**config.mk**
```make
export PLATFORM = sky130hd
export DESIGN_NAME = rca_seq16_flat
export DESIGN_NICKNAME = d
export VERILOG_FILES = /design/src/rtl/rca_seq16_if.sv /design/src/rtl/rca_seq16.sv /design/src/flat_wrapper.sv
export SDC_FILE = /design/constraint.sdc
export NUM_CORES = 1
export LEC_CHECK = 0
export ABC_AREA = 0
export CAP_MARGIN = 5
export CORE_MARGIN = 5
export CORE_UTILIZATION = 50
export CTS_CLUSTER_SIZE = 10
export DETAILED_ROUTE_END_ITERATION = 10
export GPL_TIMING_DRIVEN = 0
export PLACE_DENSITY_LB_ADDON = 0.15
export SKIP_CTS_REPAIR_TIMING = 1
export SLEW_MARGIN = 20
export SYNTH_ARGS = -nofsm -noshare
export SYNTH_HDL_FRONTEND = slang
export SYNTH_SLANG_ARGS = --single-unit
```
**constraint.sdc**
```tcl
create_clock -name clk -period 3.75 [get_ports clk]
set_clock_uncertainty 0.1 [all_clocks]
set_input_delay 1.125 -clock clk [delete_from_list [all_inputs] [get_ports clk]]
set_output_delay 1.125 -clock clk [all_outputs]
set_load 0.005 [all_outputs]
```
**src/rtl/rca_seq16_if.sv**
```systemverilog
// Request/result bundle for the sequential ripple-carry adder rca_seq16.
// The optional sub line exists only when RCA_SEQ_SUB_EN is defined.
interface rca_seq16_if #(
  parameter int unsigned NIBBLES = 4
);
  localparam int unsigned W = 4 * NIBBLES;

  logic         start;
  logic [W-1:0] x;
  logic [W-1:0] y;
  logic         ci;
`ifdef RCA_SEQ_SUB_EN
  logic         sub;
`endif
  logic         busy;
  logic         done;
  logic [W-1:0] s;
  logic         co;

`ifdef RCA_SEQ_SUB_EN
  modport master (output start, x, y, ci, sub, input busy, done, s, co);
  modport slave  (input start, x, y, ci, sub, output busy, done, s, co);
`else
  modport master (output start, x, y, ci, input busy, done, s, co);
  modport slave  (input start, x, y, ci, output busy, done, s, co);
`endif
endinterface

```
**src/rtl/rca_seq16.sv**
```systemverilog
// Sequential adder: one 4-bit ripple-carry slice reused over NIBBLES cycles, LSB nibble first.
// Optional RCA_SEQ_SUB_EN adds a sub request that computes x - y (co=1 means no borrow).

// 4-bit ripple-carry slice built from full-adder bits
module rca_4bit (
  input  logic [3:0] a,
  input  logic [3:0] b,
  input  logic       cin,
  output logic [3:0] sum,
  output logic       cout
);
  logic carry;

  always_comb begin
    carry = cin;
    sum   = '0;
    for (int i = 0; i < 4; i++) begin
      sum[i] = a[i] ^ b[i] ^ carry;
      carry  = (a[i] & b[i]) | (carry & (a[i] ^ b[i]));
    end
    cout = carry;
  end
endmodule

module rca_seq16 #(
  parameter int unsigned NIBBLES = 4  // legal range 2..8
) (
  input  logic        clk,
  input  logic        rst,
  rca_seq16_if.slave  bus
);
  localparam int unsigned W  = 4 * NIBBLES;
  localparam int unsigned IW = (NIBBLES > 1) ? $clog2(NIBBLES) : 1;

  typedef enum logic [1:0] {
    IDLE,
    RUN,
    DONE
  } state_t;

  state_t        state, state_n;
  logic [IW-1:0] idx, idx_n;
  logic          c, c_n;
  logic [W-1:0]  xr, xr_n;
  logic [W-1:0]  yr, yr_n;
  logic [W-1:0]  s_q, s_n;
  logic          co_q, co_n;
  logic          busy_q, busy_n;
  logic          done_q, done_n;

  logic [3:0]    sl_x, sl_y, sl_sum;
  logic          sl_co;

  rca_4bit u_slice (
    .a    (sl_x),
    .b    (sl_y),
    .cin  (c),
    .sum  (sl_sum),
    .cout (sl_co)
  );

  // Slice operand select by constant-index loop keeps widths exact
  always_comb begin
    sl_x = '0;
    sl_y = '0;
    for (int i = 0; i < int'(NIBBLES); i++) begin
      if (idx == IW'(i)) begin
        sl_x = xr[4*i +: 4];
        sl_y = yr[4*i +: 4];
      end
    end
  end

  // Next-state and next-register values
  always_comb begin
    state_n = state;
    idx_n   = idx;
    c_n     = c;
    xr_n    = xr;
    yr_n    = yr;
    s_n     = s_q;
    co_n    = co_q;

    case (state)
      IDLE: begin
        if (bus.start) begin
          xr_n  = bus.x;
`ifdef RCA_SEQ_SUB_EN
          yr_n  = bus.sub ? ~bus.y : bus.y;
          c_n   = bus.sub | bus.ci;
`else
          yr_n  = bus.y;
          c_n   = bus.ci;
`endif
          idx_n   = '0;
          state_n = RUN;
        end
      end
      RUN: begin
        for (int i = 0; i < int'(NIBBLES); i++) begin
          if (idx == IW'(i)) begin
            s_n[4*i +: 4] = sl_sum;
          end
        end
        c_n = sl_co;
        if (idx == IW'(NIBBLES - 1)) begin
          co_n    = sl_co;
          state_n = DONE;
        end else begin
          idx_n = idx + IW'(1);
        end
      end
      DONE: begin
        state_n = IDLE;
      end
      default: begin
        state_n = IDLE;
      end
    endcase

    busy_n = (state_n != IDLE);
    done_n = (state_n == DONE);
  end

  // State and datapath registers; reset wins over any request
  always_ff @(posedge clk) begin
    if (rst) begin
      state  <= IDLE;
      idx    <= '0;
      c      <= 1'b0;
      xr     <= '0;
      yr     <= '0;
      s_q    <= '0;
      co_q   <= 1'b0;
      busy_q <= 1'b0;
      done_q <= 1'b0;
    end else begin
      state  <= state_n;
      idx    <= idx_n;
      c      <= c_n;
      xr     <= xr_n;
      yr     <= yr_n;
      s_q    <= s_n;
      co_q   <= co_n;
      busy_q <= busy_n;
      done_q <= done_n;
    end
  end

  assign bus.s    = s_q;
  assign bus.co   = co_q;
  assign bus.busy = busy_q;
  assign bus.done = done_q;
endmodule

```
**src/flat_wrapper.sv**
```systemverilog
// flat-port wrapper written by rule: the top's interface ports become plain ports
module rca_seq16_flat 
#(
  parameter int unsigned NIBBLES = 4                     
)
  (clk, rst, bus_start, bus_x, bus_y, bus_ci, bus_busy, bus_done, bus_s, bus_co);
  rca_seq16_if #(.NIBBLES(NIBBLES)) bus_i ();
  input  logic clk;
  input  logic rst;
  input wire logic [$bits(bus_i.start)-1:0] bus_start;
  input wire logic [$bits(bus_i.x)-1:0] bus_x;
  input wire logic [$bits(bus_i.y)-1:0] bus_y;
  input wire logic [$bits(bus_i.ci)-1:0] bus_ci;
  output wire logic [$bits(bus_i.busy)-1:0] bus_busy;
  output wire logic [$bits(bus_i.done)-1:0] bus_done;
  output wire logic [$bits(bus_i.s)-1:0] bus_s;
  output wire logic [$bits(bus_i.co)-1:0] bus_co;
  assign bus_i.start = bus_start;
  assign bus_i.x = bus_x;
  assign bus_i.y = bus_y;
  assign bus_i.ci = bus_ci;
  assign bus_busy = bus_i.busy;
  assign bus_done = bus_i.done;
  assign bus_s = bus_i.s;
  assign bus_co = bus_i.co;
  rca_seq16 #(.NIBBLES(NIBBLES)) u_core (.clk(clk), .rst(rst), .bus(bus_i));
endmodule
```
==> qor.yml, run 1 <==
run_status: "complete, no violations"
die_area_um2: 6379
synth_seq_area_share_pct: 45.93
crit_path_max_incr_delay_ns: 0.47
hold_viol_final: 0
yosysUniqueCellTypes: 29
worst_setup_path_end_kind: "flop"
hpwlAfterDp_um: 4110
drt_iter0_markers: 99
postRouteAntennaNets: 0
setup_viol: 0
top_layer: "met4"
drive_gt1_share_pct: 9.706
yosysTopAreaCellShare_pct: 45.93
grt_overflow: 0
multi_input_area_um2: 1130
worstPathCellList: "ha_1, clkbuf_1, clkbuf_2, a22oi_1, fa_1, inv_1, fa_1, inv_1, fa_1, inv_1, fa_1, mux2i_1, nor2_1"
syn_inst: 280
die_w_um: 79.87
rsz0062_at_grt: "no"
grt_first_pass_wirelength_um: 9039
core_area_um2: 4723
fill_cells: 415
via_per_inst: 5.007
worstPathRequired_ns: 3.84
syn_avg_cell_area_um2: 8.718
start_util_pct: 51.68
syn_to_final_growth_pct: 29.06
ctsHtreeMaxLevel: 2
tightest_slew_ns: 0.4642
min_period_ns: 3.490
boundaryPins: 55
num_rows: 25
wl_per_cell_um: 13.04
crit_arrival_ns: 3.58
wl_um: 5308
portBuffers: 53
register_area_um2: 1121
grt_max_degree: 17
gp_congestion: 0.8045
syn_nets: 324
cts_buffer_depth: 2
cts_root_buffer: "clkbuf_8"
diodes: 0
final_nets: 384
finalMaxSlewViolations: 0
worst_setup_path_start_kind: "flop"
ys_warn_count: 0
vias: 2038
hold_class: "flop to flop"
slowest_stage: "fa_1"
hold_ws_ns: 0.3604
wl_met3_um: 256
met1_length_um: 2354
synth_area_um2: 2441
p_leak_nw: 1.167
clock-sinks: 56
critPathKind: "flop to flop"
path_clk_slew_ns: 0.09
crit_top_cell: "fa_1"
slew_headroom_pct: 69.06
cts_inserted_buffers: 5
final.setup.tns_ns: 0
max_freq_mhz: 286.5
yosysTopAreaCell: "dfxtp_1"
synth.area.top_cells: "dfxtp_1 46%, nand2_1 10%, a21oi_1 7.8%"
drt-pass1-iter-count: 4
fin_crit_sh_pct: 93.07
wl_met2_um: 2644
insertion_delay_ns: 0.31
worst-path-max-fanout: 10
yosys_register_bits: 56
grt_usage_pct: 17.93
grt_antenna_before_repair: 0
grt_pass1_vias: 2007
ir_drop_uv: 216.4
maxCapViolCount: 0
route.detailed.drc: 0
cts_tree: "done"
die_h_um: 79.87
p_per_area_nw_per_um2: 372.8
## where the power goes
| group | internal [W] | leakage, nW | switching, W |
|---|---|---|---|
| Sequential | 0.000624 | 0.458 | 0.0000176 |
| Clock | 0.000148 | 0.0473 | 0.000185 |
| Combinational | 0.000105 | 0.662 | 0.0000958 |
| Total | 0.000876 | 1.17 | 0.000298 |
## routing by layer
metal / global-route usage, % / vias up
li1: - / 1055
met1: 21.98 / 934
met2: 31.89 / 42
met3: 4.402 / 7
met4: 3.547 / 0
met5: 0 / -
## per-stage QoR
stage | utilization [%] | worst slack (ns) | total power, W | instance area (um^2) | instances
after floorplan | - | 0.5934 | 0.0007711 | 2441 | 280
after global placement | 64.69 | 0.2086 | 0.0008538 | 3055 | 400
after detailed placement | 64.69 | 0.1651 | 0.0008567 | 3055 | 400
after CTS | 66.62 | 0.1437 | 0.001186 | 3147 | 407
after global routing | 66.70 | 0.005983 | 0.001233 | 3151 | 407
final | 66.70 | 0.2597 | 0.001174 | 3151 | 407
## final cells by class
type	instances	area share (%)
buffer	23	4.964
clock buffer	6	2.621
clock inverter	1	0.2780
inverter	10	1.191
multi-input combinational	191	35.86
sequential	56	35.58
tap	67	2.661
timing repair buffer	53	16.84
## critical path: cells and delay by family (launching register included)
family	cells	cell delay [ns]
multiplexers	1	0.17
AO/OA/AOI/OAI	1	0.16
flip-flops	1	0.42
adder cells (fa/ha/maj)	5	1.59
AND/OR/NAND/NOR	1	0.05
buffers and inverters	5	0.89
## layout by cell type, fill, tap and decap left out, types with 5 or more instances in the layout
cell,count
clkbuf_8,6
nand2_1,65
inv_1,10
nor2b_1,7
nor2_1,19
a21oi_1,38
clkdlybuf4s50_1,53
buf_6,7
clkbuf_1,7
nand2_2,5
mux2i_1,9
a211oi_1,10
dfxtp_1,56
## cell families (layout without fill, tap and decap cells)
family                   Yosys count  count (layout)  share of synthesized area, %
AND/OR/NAND/NOR                  107             107                         20.04
AO/OA/AOI/OAI                     67              67                         17.22
flip-flops                        56              56                         45.93
buffers and inverters             33              93                         7.791
multiplexers                       9               9                         3.691
adder cells (fa/ha/maj)            8               8                         5.331
## worst paths after layout
path,endpoint,from,slack (ns),depth (start not counted)
worst max register to register,u_core.bus.s[11],u_core.idx[1],0.26,13
worst min register to register,u_core.xr[5],u_core.xr[5],0.36,2
worst min-delay path,u_core.xr[5],u_core.xr[5],0.36,2
worst max-delay path,u_core.bus.s[11],u_core.idx[1],0.26,13
## flip-flops by register name, summed over array words and instances, names as in the netlist
register,flops
u_core.yr,16
u_core.xr,16
u_core.bus.s,16
u_core.bus.busy,1
u_core.bus.co,1
u_core.state,2
u_core.idx,2
u_core.c,1
u_core.bus.done,1
## Yosys cell counts
library cell and count:
a211oi_1 10, a21oi_1 38, a221o_1 4, a221oi_1 4
a22oi_1 4, a31oi_1 2, and3_1 1, and3b_2 4
buf_1 2, buf_2 5, buf_4 2, buf_6 7
clkbuf_1 7, dfxtp_1 56, fa_1 4, ha_1 4
inv_1 10, mux2i_1 9, nand2_1 65, nand2_2 5
nand2b_1 1, nand3_1 2, nor2_1 19, nor2b_1 7
nor3b_4 1, o21bai_1 1, o31ai_1 4, or3b_1 1
or3b_2 1
(Power assumes the default switching activity.)
==> run 2: changes to the inputs <==
Settings changed: CELL_PAD_IN_SITES_DETAIL_PLACEMENT from default to 0, CELL_PAD_IN_SITES_GLOBAL_PLACEMENT from default to 1, CORE_UTILIZATION 50 to 37, SKIP_LAST_GASP from default to 1.
==> run 2 against run 1 <==
Against the previous run:
- critical endpoint is now u_core.c
- combinational power barely moved
- die area rose by 30%
- clock power fell by 7.8%
- via count fell by 1.0%
- register-to-register slack improved by 0.02 ns
- maximum frequency rose by 0.69%
- critical path depth rose by 4
- sequential share of layout area barely moved
- final area did not move
- worst setup slack improved by 0.024 ns
- cell count rose by 2.5%
- highest routed layer unchanged
==> qor.yml, run 2 (synthesis results as in run 1) <==
start_util_pct: 38.22  # was 51.68%
vias: 2017  # was 2038
rsz0062_at_grt: "no"  # unchanged
via_per_inst: 4.837  # was 5.007
critPathKind: "flop to flop"  # unchanged
p_leak_nw: 1.167  # about the same
grt_pass1_vias: 1869  # was 2007
p_per_area_nw_per_um2: 365.6  # was 372.8 nW/um^2
grt_first_pass_wirelength_um: 9177  # was 9039 um
grt_usage_pct: 13.77  # was 17.93%
syn_to_final_growth_pct: 29.06  # unchanged
postRouteAntennaNets: 0  # unchanged
drt_iter0_markers: 56  # was 99
worstPathCellList: "inv_1, ha_1, buf_2, nor2b_1, buf_2, a221o_1, a22oi_1, fa_1, inv_1, fa_1, inv_1, fa_1, inv_1, fa_1, nand2b_1, a21oi_1, a211oi_1"  # was ha_1, clkbuf_1, clkbuf_2, a22oi_1, fa_1, inv_1, fa_1, inv_1, fa_1, inv_1, fa_1, mux2i_1, nor2_1
die_h_um: 91.23  # was 79.87 um
boundaryPins: 55  # unchanged
pwr-share-clk_pct: 26.6  # was 28.3%
route.detailed.drc: 0  # unchanged
dp.cells: 410  # was 400
path_clk_slew_ns: 0.09  # about the same
portBuffers: 53  # unchanged
hold_class: "flop to flop"  # unchanged
swShare_pct: 25.68  # was 25.38%
run_status: "complete, no violations"  # unchanged
crit_arrival_ns: 3.54  # was 3.58 ns
worst_setup_path_start_kind: "flop"  # unchanged
max_freq_mhz: 288.5  # was 286.5 MHz
cts_tree: "done"  # unchanged
worstPathRequired_ns: 3.82  # was 3.84 ns
tightest_slew_ns: 0.4554  # was 0.4642 ns
drive_gt1_share_pct: 10.29  # was 9.706%
multi_input_area_um2: 1130  # unchanged
final.setup.tns_ns: 0  # unchanged
clock-sinks: 56  # unchanged
num_rows: 29  # was 25
rr_worst_depth: 17  # was 13
cts_buffer_depth: 2  # unchanged
fill_cells: 650  # was 415
final_cells: 417  # was 407
die_w_um: 91.23  # was 79.87 um
diodes: 0  # unchanged
slowest_stage: "fa_1"  # unchanged
crit_path_max_incr_delay_ns: 0.38  # was 0.47 ns
seq_power_share_pct: 55.8  # was 54.6%
die_area_um2: 8322  # was 6379 um^2
min_period_ns: 3.466  # was 3.490 ns
rrSetupSlack_ns: 0.28  # was 0.26 ns
power.switching_w: 0.0002958  # was 0.0002981 W
fin_crit_sh_pct: 92.43  # was 93.07%
final_common_cell: "nand2_1"  # unchanged
layout_common_cells: "65 x nand2_1, 55 x dfxtp_1, 53 x clkdlybuf4s50_1, 38 x a21oi_1, 19 x nor2_1"  # was 65 x nand2_1, 56 x dfxtp_1, 53 x clkdlybuf4s50_1, 38 x a21oi_1, 19 x nor2_1
ir_drop_uv: 189.8  # was 216.4 uV
power_report.internal_total_w: 0.0008559  # was 0.0008763 W
worst-path-max-fanout: 10  # unchanged
slew_headroom_pct: 69.64  # was 69.06%
timing.rr.end: "u_core.c"  # was u_core.bus.s[11]
cts_root_buffer: "clkbuf_8"  # unchanged
r2r_start: "u_core.idx[1]"  # unchanged
gp_congestion: 0.7940  # was 0.8045
hpwlAfterDp_um: 4388  # was 4110 um
finalMaxSlewViolations: 0  # unchanged
insertion_delay_ns: 0.30  # was 0.31 ns
grt_antenna_before_repair: 0  # unchanged
hold_path.startpoint: "u_core.yr[14]"  # was u_core.xr[5]
drt-pass1-iter-count: 4  # unchanged
grt_max_degree: 16  # was 17
setup_viol: 0  # unchanged
ctsHtreeMaxLevel: 2  # unchanged
worstHoldEndpoint: "u_core.yr[14]"  # was u_core.xr[5]
maxCapViolCount: 0  # unchanged
power_frac_comb_pct: 17.6  # was 17.1%
worst_setup_path_end_kind: "flop"  # unchanged
wl_per_cell_um: 13.96  # was 13.04 um
core_area_um2: 6386  # was 4723 um^2
register_area_um2: 1122  # was 1121 um^2
cts_inserted_buffers: 5  # unchanged
wl_um: 5823  # was 5308 um
min_path_cells: 2  # unchanged
hold_viol_final: 0  # unchanged
final_nets: 384  # unchanged
grt_overflow: 0  # unchanged
-- run 2: cell count changes in the layout (fill, tap and decap cells not counted), sizes merged --
cell / before / now
buf: 14 / 15
clkbuf: 15 / 14
-- run 2: metrics by stage --
stage	total power (W)	setup slack (ns)	cell area [um^2]	util, %	hold WS [ns]
finish	0.001152	0.2837	3151	49.33	0.3597
detailed placement	0.0008614	0.09540	3068	48.04	0.3487
global route	0.001216	0.01962	3151	49.33	0.3848
floorplan	0.0007711	0.5934	2441	-	0.3361
global placement	0.0008601	0.1369	3068	48.04	0.3450
CTS	0.001170	0.07554	3146	49.26	0.3625
-- run 2: area by class of cell --
class                      instances  area share (%)
buffer                            23           4.964
tap                               77           3.058
clock buffer                       6           2.303
multi-input combinational        191           35.86
clock inverter                     1          0.1589
timing repair buffer              53           16.84
sequential                        56           35.62
inverter                          10           1.191
-- run 2: worst max-delay path by stage --
stage | startpoint | to | slack, ns
floorplan | u_core.idx[1] | u_core.bus.s[11] | 0.59
global placement | u_core.idx[1] | u_core.bus.s[15] | 0.14
detailed placement | u_core.idx[1] | u_core.bus.s[7] | 0.1
CTS | u_core.idx[1] | u_core.bus.s[7] | 0.08
global route | u_core.idx[0] | u_core.bus.s[11] | 0.02
finish | u_core.idx[1] | u_core.c | 0.28
-- run 2: power groups by stage --
stage	Combinational, W	Clock [W]	Sequential, W
2_1_floorplan	0.000120	0	0.000651
3_3_place_gp	0.000204	0	0.000656
3_5_place_dp	0.000205	0	0.000656
4_1_cts	0.000206	0.000321	0.000643
5_1_grt	0.000223	0.000347	0.000646
6_report	0.000203	0.000306	0.000642
-- run 2: metal layers --
metal | track usage, % | up-vias | wire [um]
met2 | 21.63 | 43 | 2731
met3 | 4.463 | 4 | 335
met5 | 0 | - | 0
li1 | - | 1058 | -
met4 | 3.301 | 0 | 36
met1 | 18.38 | 912 | 2720
-- run 2: critical path: cells and delay by family, from the launching register on --
kind / cells / cell delay, ns
compound gates: 4 / 0.73
fa+ha+maj: 5 / 1.25
buf+inv: 6 / 0.66
flops: 1 / 0.35
simple gates: 2 / 0.23
==> run 3: changes to the inputs <==
--- a/config.mk
+++ b/config.mk
@@ -8,3 +8,2 @@
 export ABC_AREA = 0
-export CAP_MARGIN = 5
 export CELL_PAD_IN_SITES_DETAIL_PLACEMENT = 0
--- a/constraint.sdc
+++ b/constraint.sdc
@@ -4,2 +4,2 @@
 set_output_delay 1.125 -clock clk [all_outputs]
-set_load 0.005 [all_outputs]
+set_load 0.05 [all_outputs]
==> results of run 3 <==
The final DEF is identical to that of run 2. Status: complete, no violations.
Among the figures that moved: total power 0.001152 W -> 0.001175 W
